===== config.mk =====
export PLATFORM = sky130hd
export DESIGN_NAME = hilo_muldiv_ctrl
export DESIGN_NICKNAME = d
export VERILOG_FILES = /design/src/rtl/hilo_muldiv_ctrl.sv
export SDC_FILE = /design/constraint.sdc
export NUM_CORES = 1
export LEC_CHECK = 0
export CORE_ASPECT_RATIO = 1.25
export CORE_MARGIN = 1
export CORE_UTILIZATION = 30
export CTS_BUF_LIST = sky130_fd_sc_hd__clkbuf_8
export CTS_CLUSTER_DIAMETER = 200
export DETAILED_ROUTE_END_ITERATION = 8
export PLACE_DENSITY = 0.45
export SYNTH_ARGS = -nofsm -noshare
export SYNTH_HDL_FRONTEND = slang
export SYNTH_SLANG_ARGS = --single-unit

===== constraint.sdc =====
create_clock -name clk -period 4.1 [get_ports clk]
set_input_delay 0.82 -clock clk [delete_from_list [all_inputs] [get_ports clk]]
set_output_delay 0.82 -clock clk [all_outputs]
set_load 0.02 [all_outputs]

===== src/rtl/hilo_muldiv_ctrl.sv =====
// HI/LO multiply-divide controller: 32-iteration shift-add multiply and
// restoring divide, sign fix-up cycle, MTHI/MTLO writes, cancel and div-by-zero.
module hilo_muldiv_ctrl (
  input  logic        clk,
  input  logic        reset_n,
  input  logic        start,
  input  logic [2:0]  op,
  input  logic [31:0] rs_data,
  input  logic [31:0] rt_data,
  input  logic        cancel,
  output logic        busy,
  output logic        done,
  output logic        div_by_zero,
  output logic [31:0] hi,
  output logic [31:0] lo
);

  // state | meaning
  // IDLE  | waiting for start; MTHI/MTLO and div-by-zero handled here
  // RUN   | 32 shift-add / restoring-divide iterations, then one hand-off cycle
  // FIX   | sign correction, hi/lo write and done pulse
  typedef enum logic [1:0] {IDLE, RUN, FIX} state_t;

  localparam logic [2:0] OP_MTHI = 3'b100;
  localparam logic [2:0] OP_MTLO = 3'b101;

  state_t      state;
  logic [5:0]  cnt;
  logic [31:0] acc;
  logic [31:0] low;
  logic [31:0] opa;
  logic        is_div;
  logic        neg_res;
  logic        neg_rem;

  logic        signed_op;
  logic        rs_neg;
  logic        rt_neg;
  logic [31:0] rs_mag;
  logic [31:0] rt_mag;
  logic [32:0] mul_sum;
  logic [32:0] div_diff;
  logic [63:0] prod_fix;
  logic [31:0] quot_fix;
  logic [31:0] rem_fix;

  always_comb begin
    signed_op = ~op[0];
    rs_neg    = signed_op & rs_data[31];
    rt_neg    = signed_op & rt_data[31];
    rs_mag    = rs_neg ? (32'd0 - rs_data) : rs_data;
    rt_mag    = rt_neg ? (32'd0 - rt_data) : rt_data;
    mul_sum   = {1'b0, acc} + (low[0] ? {1'b0, opa} : 33'd0);
    // remainder stays below the divisor, so bit 32 is a clean borrow flag
    div_diff  = {acc, low[31]} - {1'b0, opa};
    prod_fix  = neg_res ? (64'd0 - {acc, low}) : {acc, low};
    quot_fix  = neg_res ? (32'd0 - low) : low;
    rem_fix   = neg_rem ? (32'd0 - acc) : acc;
  end

  assign busy = (state != IDLE);

  always_ff @(posedge clk) begin
    if (!reset_n) begin
      state       <= IDLE;
      cnt         <= '0;
      acc         <= '0;
      low         <= '0;
      opa         <= '0;
      is_div      <= 1'b0;
      neg_res     <= 1'b0;
      neg_rem     <= 1'b0;
      hi          <= '0;
      lo          <= '0;
      done        <= 1'b0;
      div_by_zero <= 1'b0;
    end else begin
      done        <= 1'b0;
      div_by_zero <= 1'b0;
      case (state)
        IDLE: begin
          if (start) begin
            if (op == OP_MTHI) begin
              hi <= rs_data;
            end else if (op == OP_MTLO) begin
              lo <= rs_data;
            end else if (!op[2]) begin
              if (op[1] && (rt_data == 32'd0)) begin
                done        <= 1'b1;
                div_by_zero <= 1'b1;
              end else begin
                is_div  <= op[1];
                opa     <= op[1] ? rt_mag : rs_mag;
                low     <= op[1] ? rs_mag : rt_mag;
                acc     <= '0;
                cnt     <= '0;
                neg_res <= rs_neg ^ rt_neg;
                neg_rem <= rs_neg;
                state   <= RUN;
              end
            end
          end
        end
        RUN: begin
          if (cancel) begin
            state <= IDLE;
          end else if (cnt == 6'd32) begin
            state <= FIX;
          end else begin
            cnt <= cnt + 6'd1;
            if (!is_div) begin
              {acc, low} <= {mul_sum, low[31:1]};
            end else if (!div_diff[32]) begin
              acc <= div_diff[31:0];
              low <= {low[30:0], 1'b1};
            end else begin
              acc <= {acc[30:0], low[31]};
              low <= {low[30:0], 1'b0};
            end
          end
        end
        FIX: begin
          state <= IDLE;
          if (!cancel) begin
            hi   <= is_div ? rem_fix  : prod_fix[63:32];
            lo   <= is_div ? quot_fix : prod_fix[31:0];
            done <= 1'b1;
          end
        end
        default: state <= IDLE;
      endcase
    end
  end

endmodule


# Word level (Yosys, flattened, before mapping)
# Cells that the tools add are included.
[word_totals]
reg_bits = 173
out_inout_bits = 67
[op_classes]
add_sub_neg = 8
eq_ne = 16
muxes = 62
n_bitwise = 8
n_reduce_logical = 12
[ops]
columns = ["operator", "count"]
rows = [
  ["two-way mux 32 bit", 33],
  ["one-hot mux 32 bit (2 select lines)", 4],
  ["subtractor 1 x 32 -> 32 bit, first input constant", 4],
  ["two-way mux 64 bit", 1],
  ["subtractor 1 x 64 -> 64 bit, first input constant", 1],
  ["two-way mux 6 bit", 7],
  ["adder 32 x 32 -> 33 bit", 1],
  ["subtractor 33 x 32 -> 33 bit", 1],
  ["logical NOT 32 bit", 1],
  ["!= test 2 bit, second input constant", 10],
  ["two-way mux 2 bit", 7],
  ["one-hot mux 6 bit (2 select lines)", 1],
  ["AND reduction 6 bit", 2],
  ["AND reduction 8 bit", 1],
  ["two-way mux 1 bit", 7],
  ["adder 6 x 1 -> 6 bit, second input constant", 1],
  ["== test 3 bit, second input constant", 2],
  ["== test 6 bit, second input constant", 1],
  ["nonzero test 2 bit", 3],
  ["NOT 1 bit", 5],
  ["AND reduction 5 bit", 1],
  ["one-hot mux 2 bit (2 select lines)", 1],
  ["AND reduction 4 bit", 1],
  ["!= test 3 bit, second input constant", 1],
  ["other kinds (8)", 9],
]

# Depth between registers and ports, before layout
# Gate-level depths: netlist of the first run.
[depth]
word_depth = 10
ltp_mapped = 15
depth_no_buf = 14

# Worst setup path after synthesis of the first run
# Ideal clock, no wire load.
[synth_path]
path_type = "reg2reg"
from = "register low[31]"
to = "register acc[4]"
arrival_time_ns = 3.030
t_required_ns = 3.978
setup_slack_ns = 0.948
path_stages_with_launch = 14
n_path_buf = 1
cell_sequence = "dfxtp_1 > inv_1 > ha_1 > fa_1 > nor2b_1 > o31a_1 > o21ai_2 > o311ai_4 > o2111ai_4 > a211o_1 > nand3_2 > buf_4 > mux2_1 > a221o_1"
[synth_via]
elab_chain_cells = 6
[synth_lines]
columns = ["element", "line", "text"]
rows = [
  ["start: declaration", "30", "logic [31:0] low;"],
  ["start signal: assignment", "94", "low <= op[1] ? rs_mag : rt_mag;"],
  ["start signal: assignment", "112", "{acc, low} <= {mul_sum, low[31:1]};"],
  ["start signal: assignment", "115", "low <= {low[30:0], 1'b1};"],
  ["subtractor 33 x 32 -> 33 bit", "55", "div_diff = {acc, low[31]} - {1'b0, opa};"],
  ["two-way mux 32 bit", "113", "end else if (!div_diff[32]) begin"],
  ["two-way mux 32 bit", "111", "if (!is_div) begin"],
  ["two-way mux 32 bit", "107", "end else if (cnt == 6'd32) begin"],
  ["two-way mux 32 bit", "105", "if (cancel) begin"],
  ["one-hot mux 32 bit (2 select lines)", "80", "case (state)"],
  ["end signal: assignment", "112", ""],
  ["end signal: assignment", "114", "acc <= div_diff[31:0];"],
  ["end signal: assignment", "117", "acc <= {acc[30:0], low[31]};"],
  ["end: declaration", "29", "logic [31:0] acc;"],
]
# No other way between the ends. The select of a mux whose other input is x is not followed.
# A chain may end at the register's enable or synchronous reset.

# Final worst setup path of the first run
[layout_path]
from = "register acc[0]"
to = "register acc[23]"
[layout_via]
elab_chain_cells = 6
elab_cells_between_ends = 7
cone_classes = "add/sub: 2; mux: 5"
[layout_lines]
columns = ["element", "line"]
rows = [
  ["subtractor 33 x 32 -> 33 bit", "55"],
  ["two-way mux 32 bit", "113"],
  ["two-way mux 32 bit (*)", "111"],
  ["two-way mux 32 bit (*)", "107"],
  ["two-way mux 32 bit (*)", "105"],
  ["one-hot mux 32 bit (2 select lines) (*)", "80"],
]
# Every way passes the cells marked *; elsewhere a longest branch is shown, timed or not. The select of a mux whose other input is x is not followed.

==> run summary, run 1 <==
sequential share of the synthesized area - 23.39%
drt via density - 5.552
FF/Latch Area - 3465 sq um
Core Area - 48530 sq um
Crit Path Category - flip-flop to flip-flop
CP startpoint kind - flip-flop
die area - 50250 sq um
Clock Tree Buf Depth - 2
crit path max fanout - 6
synthesized area per cell - 7.268 sq um
Tot GR Track Use - 26.62%
post-synthesis cell area - 14800 sq um
Warnings, synthesis - 0
Highest Signal Layer - met4
top-area cell type share of the netlist area - 23.39%
max cap viols - 0
Initial DRC Count - 1201
Slew @ Worst Pin - 1151 ps
crit path time final - 3749 ps
Combinational Power Share - 30.5%
largest net degree at the start of global routing - 124
footprint of the multi-input gates - 10580 sq um
Post-synth EDFFs - 0
Simple-Gate Fraction of Synth Area - 23.66%
die height - 250.4 microns
Main synth FF type - dfxtp_1
met2 WL - 33760 microns
max-slew violations - 0
asr flop ratio synth - 0%
largest family of logic cells by synthesized area - compound AO/OA/AOI/OAI gates
leak pwr - 6.865 nW
cts repair resizes - 0
Int Power - 2.856 mW
GPL Wtd Cong - 0.9521
CTS sink count - 173
via count - 15680
first-pass GRT wire length - 100400 microns
switching share of power - 38.27%
Remaining Overflow, GRT - 0
Sum Neg Setup Slack - 0 ps
clk_lat worst skew - 530 ps
Final Skew - 23.81 ps
# IOs - 138
WP data arrival - 4170 ps
number of remaining DRC errors - 0
Layout Area Growth over Synthesis - 19.71%
mux contribution to synthesized area - 4.632%
FILL cells - 5273
most numerous cell in the Yosys netlist - nor2_1
CTS tree - yes
WL final - 67640 microns
Setup Fix Bufs, Post-CTS - 0
HP Class - flip-flop to flip-flop
hold_buf cts - 0
die extent in x - 200.7 microns
TritonCTS buffer count - 17
Fin. Hold Viols - 0
dpl hpwl - 54100 microns
Starting Density - 30.50%
initial antenna violation count - 0
Cell Rows - 90
met1 wire length - 28200 microns
Root Driver - clkbuf_8
synth unique cells - 89
complex-gate fraction of the synthesized area - 27.13%
f_max - 266.7 MHz
RSZ-0062 raised after global routing - no
drt first pass iters - 5
#FFs+latches synth - 173
Worst Setup End Kind - flip-flop
Seq pwr share - 39.8%
net count after synthesis - 2180
area leader, netlist - dfxtp_1
Max VDD drop - 0.1591 mV
WL/cell - 23.95 microns
top cells by count, synth - nor2_1 (308), nand2_1 (187), a21oi_1 (183)
worst setup margin - 350.9 ps
cell count after synthesis - 2037
worst rel slew slack - 22.91%
vias in the first global route - 15210
xor/xnor cell area share of the yosys netlist - 9.703%
antenna viol nets, final - 0
status - finished clean
Post-Synth Adder-Cell Area - 6.187%
clock network fraction of design power - 29.7%
H-tree Lvls - 4
clock slew at reported path FFs - 110 ps
most area-consuming cells after synthesis - dfxtp_1 (23%), nor2_1 (7.8%), a21oi_1 (6.2%)
final setup fails - 0
PD cells - 261.0 nW/um^2
PortBufs - 137
diode count - 0
Data required, critical path - 4520 ps
met3 WL - 2728 microns
Psw - 1.770 mW
final worst-path cycle share - 91.44%
pre-CTS WS - 271.9 ps
nets - 2310
layout cell share with drive strength beyond 1 - 9.037%
## state kept, by name, indices dropped and copies added (netlist names), 2 cells and up
name / flops
opa: 32
cnt: 6
state: 2
acc: 32
hi: 32
low: 32
lo: 32
## cells in the final DEF (no fill, tap or decap), types with 70 or more instances in the layout
cell type / netlist / routed
dfxtp_1: 173 / 172
buf_4: 5 / 94
o21ai_0: 95 / 95
nand2_1: 187 / 187
a21oi_1: 183 / 183
clkdlybuf4s50_1: 0 / 136
xor2_1: 71 / 71
ha_1: 70 / 70
xnor2_1: 93 / 93
nor2_1: 308 / 306
## power by group through the flow
stage | Clock [mW] | Combinational, mW | Sequential (mW)
2_1_floorplan | 0 | 0.827 | 1.86
3_3_place_gp | 0 | 1.39 | 1.88
3_5_place_dp | 0 | 1.39 | 1.88
4_1_cts | 1.39 | 1.40 | 1.84
5_1_grt | 1.46 | 1.51 | 1.85
6_report | 1.38 | 1.41 | 1.84
## per-layer routing
| metal | GRT usage [%] | vias to the layer above |
|---|---|---|
| met2 | 47.65 | 464 |
| met3 | 2.992 | 111 |
| met5 | 0 | - |
| met4 | 11.65 | 0 |
| li1 | - | 7571 |
| met1 | 31.88 | 7533 |
## stage by stage
step	total power, mW	hold slack, ps	utilization, %	cell area, sq um	std cells
2_1_floorplan	2.683	431.9	-	14800	2037
3_5_place_dp	3.267	453.3	35.68	17320	2792
4_1_cts	4.630	469.5	36.51	17720	2824
5_1_grt	4.818	491.9	36.51	17720	2824
3_3_place_gp	3.268	447.9	35.68	17320	2792
6_report	4.626	467.4	36.51	17720	2824
## area by class of cell
cell class	instances	share of cell area, %
clock buffer	17	1.320
clock inverter	15	0.9672
inverter	68	1.454
multi-input combinational	1669	59.68
sequential	173	19.55
tap	644	4.547
timing repair buffer	238	12.48
## kinds of logic after synthesis
group,Yosys count
simple gates,748
mux,67
fa+ha+maj,72
xor+xnor,164
buf+inv,195
flops,173
compound gates,618
## final timing paths
kind,start,end,slack [ps],cells after the start
worst min register to register,lo[20]$_SDFFE_PN0P_,lo[20]$_SDFFE_PN0P_,470,2
worst max register to register,acc[0]$_SDFFE_PN0P_,acc[23]$_SDFFE_PN0P_,350,13
worst min-delay path,lo[20]$_SDFFE_PN0P_,lo[20]$_SDFFE_PN0P_,470,2
worst max-delay path,acc[0]$_SDFFE_PN0P_,acc[23]$_SDFFE_PN0P_,350,13
## worst max-delay path: stages (launching register included)
cell and delay [ps]:
dfxtp_1 520, ha_1 290, inv_1 70, fa_1 400, nor2b_1 170, o31a_1 210
or4_1 190, a21o_1 210, nand3_1 180, a31oi_1 540, o21ai_1 140, a21oi_1 300
o21ai_0 140, a32o_1 270
(Power assumes the default switching activity.)
==> inputs of run 2 (changes only) <==
--- a/config.mk
+++ b/config.mk
@@ -6,7 +6,7 @@
 export NUM_CORES = 1
 export LEC_CHECK = 0
 export CORE_ASPECT_RATIO = 1.25
-export CORE_MARGIN = 1
+export CORE_MARGIN = 2
 export CORE_UTILIZATION = 30
 export CTS_BUF_LIST = sky130_fd_sc_hd__clkbuf_8
 export CTS_CLUSTER_DIAMETER = 200
==> run summary, run 2 (same netlist as run 1, synthesis figures left out) <==
CTS tree - yes
max cap viols - 0 (unchanged)
via count - 15790 (+0.70%)
Sum Neg Setup Slack - 0 ps (unchanged)
post-route cell area - 17760 sq um (+0.21%)
vias in the first global route - 15380 (+1.1%)
drt via density - 5.555 (about the same)
PortBufs - 137 (unchanged)
cts repair resizes - 0 (unchanged)
Final Skew - 16.21 ps (-7.601 ps)
commonest non-fill, non-tap cells in the layout - nor2_1 (306), nand2_1 (187), a21oi_1 (183), dfxtp_1 (172), clkdlybuf4s50_1 (136)
final setup fails - 0 (unchanged)
worst path cell trace - inv_1 -> fa_1 -> nor2b_1 -> o31a_1 -> o21ai_2 -> o311ai_4 -> o2111ai_4 -> a211o_1 -> nand3_2 -> buf_12 -> nor2b_1 -> o21ai_0 -> o311ai_1
dpl cells - 2808 (+0.57%)
Cell Rows - 91 (+1.1%)
Max VDD drop - 0.2017 mV (+27%)
TritonCTS buffer count - 17 (unchanged)
crit path max fanout - 27 (+21)
RSZ-0062 raised after global routing - no
leak pwr - 6.896 nW (+0.45%)
Worst Setup End Kind - flip-flop
dpl hpwl - 54820 microns (+1.3%)
die extent in x - 202.7 microns (+1.0%)
WL/cell - 24.10 microns (+0.63%)
initial antenna violation count - 3 (+3)
antenna viol nets, final - 0 (unchanged)
Data required, critical path - 4510 ps (about the same)
die height - 252.4 microns (+0.80%)
nets - 2319 (+0.39%)
die area - 51150 sq um (+1.8%)
Fin. Hold Viols - 0 (unchanged)
layout cell share with drive strength beyond 1 - 9.456% (+0.42 points)
max-slew violations - 0 (unchanged)
WL final - 68500 microns (+1.3%)
Crit path largest cell delay - 510 ps (-30 ps)
Starting Density - 30.17% (-0.34 points)
f_max - 267.8 MHz (+0.41%)
drt first pass iters - 5 (unchanged)
H-tree Lvls - 4 (unchanged)
DP Area - 17360 sq um (+0.22%)
Setup Fix Bufs, Post-CTS - 0 (unchanged)
Clock Tree Buf Depth - 2 (unchanged)
commonest non-fill, non-tap cell in the layout - nor2_1
Tot GR Track Use - 26.41% (-0.21 points)
Slew @ Worst Pin - 996.8 ps (-154.4 ps)
Crit Path Category - flip-flop to flip-flop
largest net degree at the start of global routing - 72 (-42%)
HP Class - flip-flop to flip-flop
Final Non-Filler Cells - 2842 (+0.64%)
clk_lat worst skew - 550 ps (+20 ps)
# IOs - 138 (unchanged)
worst rel slew slack - 33.54% (+11 points)
crit path time final - 3734 ps (-15.38 ps)
Crit-path slowest cell - dfxtp_1
GPL Wtd Cong - 0.9461 (-0.63%)
status - finished clean
hold_buf cts - 0 (unchanged)
PD cells - 256.0 nW/um^2 (-1.9%)
Layout Area Growth over Synthesis - 19.96%
CTS sink count - 173 (unchanged)
final worst-path cycle share - 91.07% (-0.38 points)
first-pass GRT wire length - 100900 microns (+0.47%)
Core Area - 49070 sq um (+1.1%)
CP startpoint kind - flip-flop
Remaining Overflow, GRT - 0 (unchanged)
Root Driver - clkbuf_8
number of remaining DRC errors - 0 (unchanged)
WP data arrival - 4140 ps (-30 ps)
clock slew at reported path FFs - 110 ps (about the same)
most used cell, CP - nor2b_1
Initial DRC Count - 1123 (-6.5%)
run 2: worst max-delay path: cells and delay by family, from the launching register on:
kind                       cells  cell delay (ps)
AOI/OAI and AO/OA              7             1820
adders and majority gates      1              490
buffers and inverters          2              410
DFF                            1              510
and+or+nand+nor                3              360
run 2: worst paths after layout:
kind / cells past startpoint / slack, ps / start / endpoint
setup / recovery: 13 / 370 / acc[0]$_SDFFE_PN0P_ / acc[21]$_SDFFE_PN0P_
hold / removal: 2 / 460 / lo[26]$_SDFFE_PN0P_ / lo[26]$_SDFFE_PN0P_
setup reg to reg: 13 / 370 / acc[0]$_SDFFE_PN0P_ / acc[21]$_SDFFE_PN0P_
hold reg to reg: 2 / 460 / lo[26]$_SDFFE_PN0P_ / lo[26]$_SDFFE_PN0P_
run 2: power by group:
group	internal (mW)	leakage, nW	switching (mW)	total, mW
sequential	1.75	1.41	0.0868	1.84
clock	0.472	0.198	0.819	1.29
combinational	0.542	5.29	0.878	1.42
run 2: metrics by stage:
| stage | setup slack [ps] | util [%] | power [mW] | hold slack, ps |
|---|---|---|---|---|
| CTS | 334.1 | 36.18 | 4.568 | 469.0 |
| finish | 366.3 | 36.19 | 4.547 | 463.9 |
| detailed placement | 240.7 | 35.37 | 3.272 | 450.5 |
| floorplan | 947.7 | - | 2.683 | 431.9 |
| global placement | 201.5 | 35.37 | 3.274 | 447.6 |
| global route | 228.6 | 36.18 | 4.746 | 498.2 |
run 2: cell type report:
type	instances	area (sq um)
fillers	5263	31310
multi-input cells	1669	10580
flip-flops and latches	173	3465
repair buffers	247	2242
well taps	651	814.5
inverters	68	257.7
clock buffers	18	247.7
clock inverters	14	151.4
diodes	2	5.005
run 2: layer usage:
| metal | GRT usage (%) | vias to the layer above | share of wire (%) |
|---|---|---|---|
| met5 | 0 | - | 0 |
| met4 | 13.56 | 0 | 5.3 |
| met3 | 3.081 | 126 | 4.0 |
| met2 | 47.01 | 465 | 50 |
| met1 | 31.10 | 7600 | 41 |
| li1 | - | 7597 | - |
==> inputs of run 3 (changes only) <==
--- a/config.mk
+++ b/config.mk
@@ -9,8 +9,8 @@
 export CORE_MARGIN = 2
 export CORE_UTILIZATION = 30
 export CTS_BUF_LIST = sky130_fd_sc_hd__clkbuf_8
-export CTS_CLUSTER_DIAMETER = 200
 export DETAILED_ROUTE_END_ITERATION = 8
+export GPL_ROUTABILITY_DRIVEN = 0
 export PLACE_DENSITY = 0.45
 export SYNTH_ARGS = -nofsm -noshare
 export SYNTH_HDL_FRONTEND = slang
==> run summary, run 3 (same netlist as run 1, synthesis figures left out) <==
R2R Path End - acc[21]$_SDFFE_PN0P_
first-pass GRT wire length - 99570 microns (-1.3%)
leak pwr - 6.861 nW (-0.50%)
TritonCTS buffer count - 17 (unchanged)
reg2reg setup slack - 420 ps (+50 ps)
hold_buf cts - 0 (unchanged)
final worst-path cycle share - 89.81% (-1.3 points)
# IOs - 138 (unchanged)
via count - 15790 (+0.038%)
drt via density - 5.571 (+0.29%)
layout cell share with drive strength beyond 1 - 9.166% (-0.29 points)
commonest non-fill, non-tap cells in the layout - nor2_1 (306), nand2_1 (187), a21oi_1 (183), dfxtp_1 (172), clkdlybuf4s50_1 (136)
HP Start - opa[4]$_SDFFE_PN0P_
CP startpoint kind - flip-flop
die area - 51150 sq um (unchanged)
clk_lat worst skew - 530 ps (-20 ps)
Remaining Overflow, GRT - 0 (unchanged)
Initial DRC Count - 1234 (+9.9%)
Sum Neg Setup Slack - 0 ps (unchanged)
initial antenna violation count - 2 (-1)
die height - 252.4 microns (unchanged)
nets - 2312 (-0.30%)
footprint of the multi-input gates - 10580 sq um (unchanged)
f_max - 271.6 MHz (+1.4%)
drt first pass iters - 5 (unchanged)
worst rel slew slack - 37.34% (+3.8 points)
Core Area - 49070 sq um (unchanged)
Root Driver - clkbuf_8
number of remaining DRC errors - 0 (unchanged)
Clock Tree Buf Depth - 2 (unchanged)
Starting Density - 30.17% (unchanged)
die extent in x - 202.7 microns (unchanged)
worst setup margin - 417.9 ps (+51.64 ps)
WP data arrival - 4090 ps (-50 ps)
reg-to-reg startpoint - acc[0]$_SDFFE_PN0P_
max cap viols - 0 (unchanged)
r2r worst-path depth - 14 (+1)
crit path time final - 3682 ps (-51.64 ps)
dpl hpwl - 53920 microns (-1.7%)
pre-CTS WS - 190.7 ps (-49.98 ps)
Layout Area Growth over Synthesis - 19.69%
CTS sink count - 173 (unchanged)
WL final - 67110 microns (-2.0%)
Cell Rows - 91 (unchanged)
RSZ-0062 raised after global routing - no
WL/cell - 23.67 microns (-1.8%)
Tot GR Track Use - 25.89% (-0.52 points)
FILL cells - 5219 (-0.84%)
FF/Latch Area - 3465 sq um (unchanged)
Worst Setup End Kind - flip-flop
largest net degree at the start of global routing - 125 (+74%)
clock slew at reported path FFs - 120 ps (about the same)
CTS tree - yes
Slew @ Worst Pin - 936.4 ps (-60.38 ps)
Overall Power - 4.562 mW (+0.33%)
cts repair resizes - 0 (unchanged)
vias in the first global route - 15360 (-0.13%)
max-slew violations - 0 (unchanged)
Fin. Hold Viols - 0 (unchanged)
Hold Crit Depth - 2 (unchanged)
commonest non-fill, non-tap cell in the layout - nor2_1
Crit Path Category - flip-flop to flip-flop
Final Skew - 27.09 ps (+10.88 ps)
antenna viol nets, final - 0 (unchanged)
PD cells - 257.4 nW/um^2 (+0.55%)
Max VDD drop - 0.2127 mV (+5.4%)
WHS Endpoint - opa[4]$_SDFFE_PN0P_
PortBufs - 137 (unchanged)
Setup Fix Bufs, Post-CTS - 0 (unchanged)
H-tree Lvls - 4 (unchanged)
Data required, critical path - 4500 ps (about the same)
HP Class - flip-flop to flip-flop
final setup fails - 0 (unchanged)
status - finished clean
crit path max fanout - 29 (+7.4%)
## run 3: changes by cell type in the layout (fill, tap and decap cells not counted), sizes merged
cell | previous run | this run
buf | 111 | 104
clkbuf | 18 | 17
clkinv | 6 | 7
clkinvlp | 2 | 1
inv | 74 | 75
## run 3: area by class of cell
cell class / count / share of cell area [%]
Timing Repair Buffer: 240 / 12.43
Antenna cell: 2 / 0.02824
Inverter: 68 / 1.455
Sequential cell: 173 / 19.55
Multi-Input combinational cell: 1669 / 59.69
Clock buffer: 17 / 1.320
Tap cell: 651 / 4.597
Clock inverter: 15 / 0.9321
## run 3: stage by stage
| stage | instances | util (%) | area, sq um | hold slack [ps] |
|---|---|---|---|---|
| detailed placement | 2801 | 35.28 | 17320 | 449.2 |
| finish | 2835 | 36.11 | 17720 | 459.2 |
| floorplan | 2037 | - | 14800 | 431.9 |
| CTS | 2833 | 36.10 | 17710 | 464.5 |
| global placement | 2801 | 35.28 | 17320 | 449.0 |
| global route | 2834 | 36.10 | 17720 | 480.6 |
## run 3: critical path: stages, from the launching register on
cell and delay, ps:
dfxtp_1 510, inv_1 210, fa_1 490, nor2b_1 160, o31a_1 210, o21ai_2 160, o311ai_4 370, o2111ai_4 190
a211o_1 320, nand3_2 110, buf_12 220, nor2b_1 70, o21ai_0 270, buf_4 180, o311ai_1 80
## run 3: worst max-delay path by stage
stage,to,depth (start not counted),start
floorplan,acc[4]$_SDFFE_PN0P_,13,low[31]$_SDFFE_PN0P_
global placement,opa[18]$_SDFFE_PN0P_,10,rs_data[13]
CTS,acc[21]$_SDFFE_PN0P_,14,acc[0]$_SDFFE_PN0P_
finish,acc[21]$_SDFFE_PN0P_,14,acc[0]$_SDFFE_PN0P_
detailed placement,opa[18]$_SDFFE_PN0P_,10,rs_data[13]
global route,acc[30]$_SDFFE_PN0P_,15,low[0]$_SDFFE_PN0P_
## run 3: per-layer routing
metal,global-route usage (%),share of wire (%),up-vias
met5,0,0,-
met4,13.62,5.4,0
met3,3.120,4.3,135
met2,45.84,50,487
met1,30.51,41,7566
li1,-,-,7606
## run 3: where the power goes
part | internal [mW] | leakage (nW) | switching (mW) | total (mW)
clock | 0.462 | 0.199 | 0.857 | 1.32
sequential | 1.75 | 1.41 | 0.0871 | 1.84
combinational | 0.538 | 5.25 | 0.867 | 1.41
total | 2.75 | 6.86 | 1.81 | 4.56
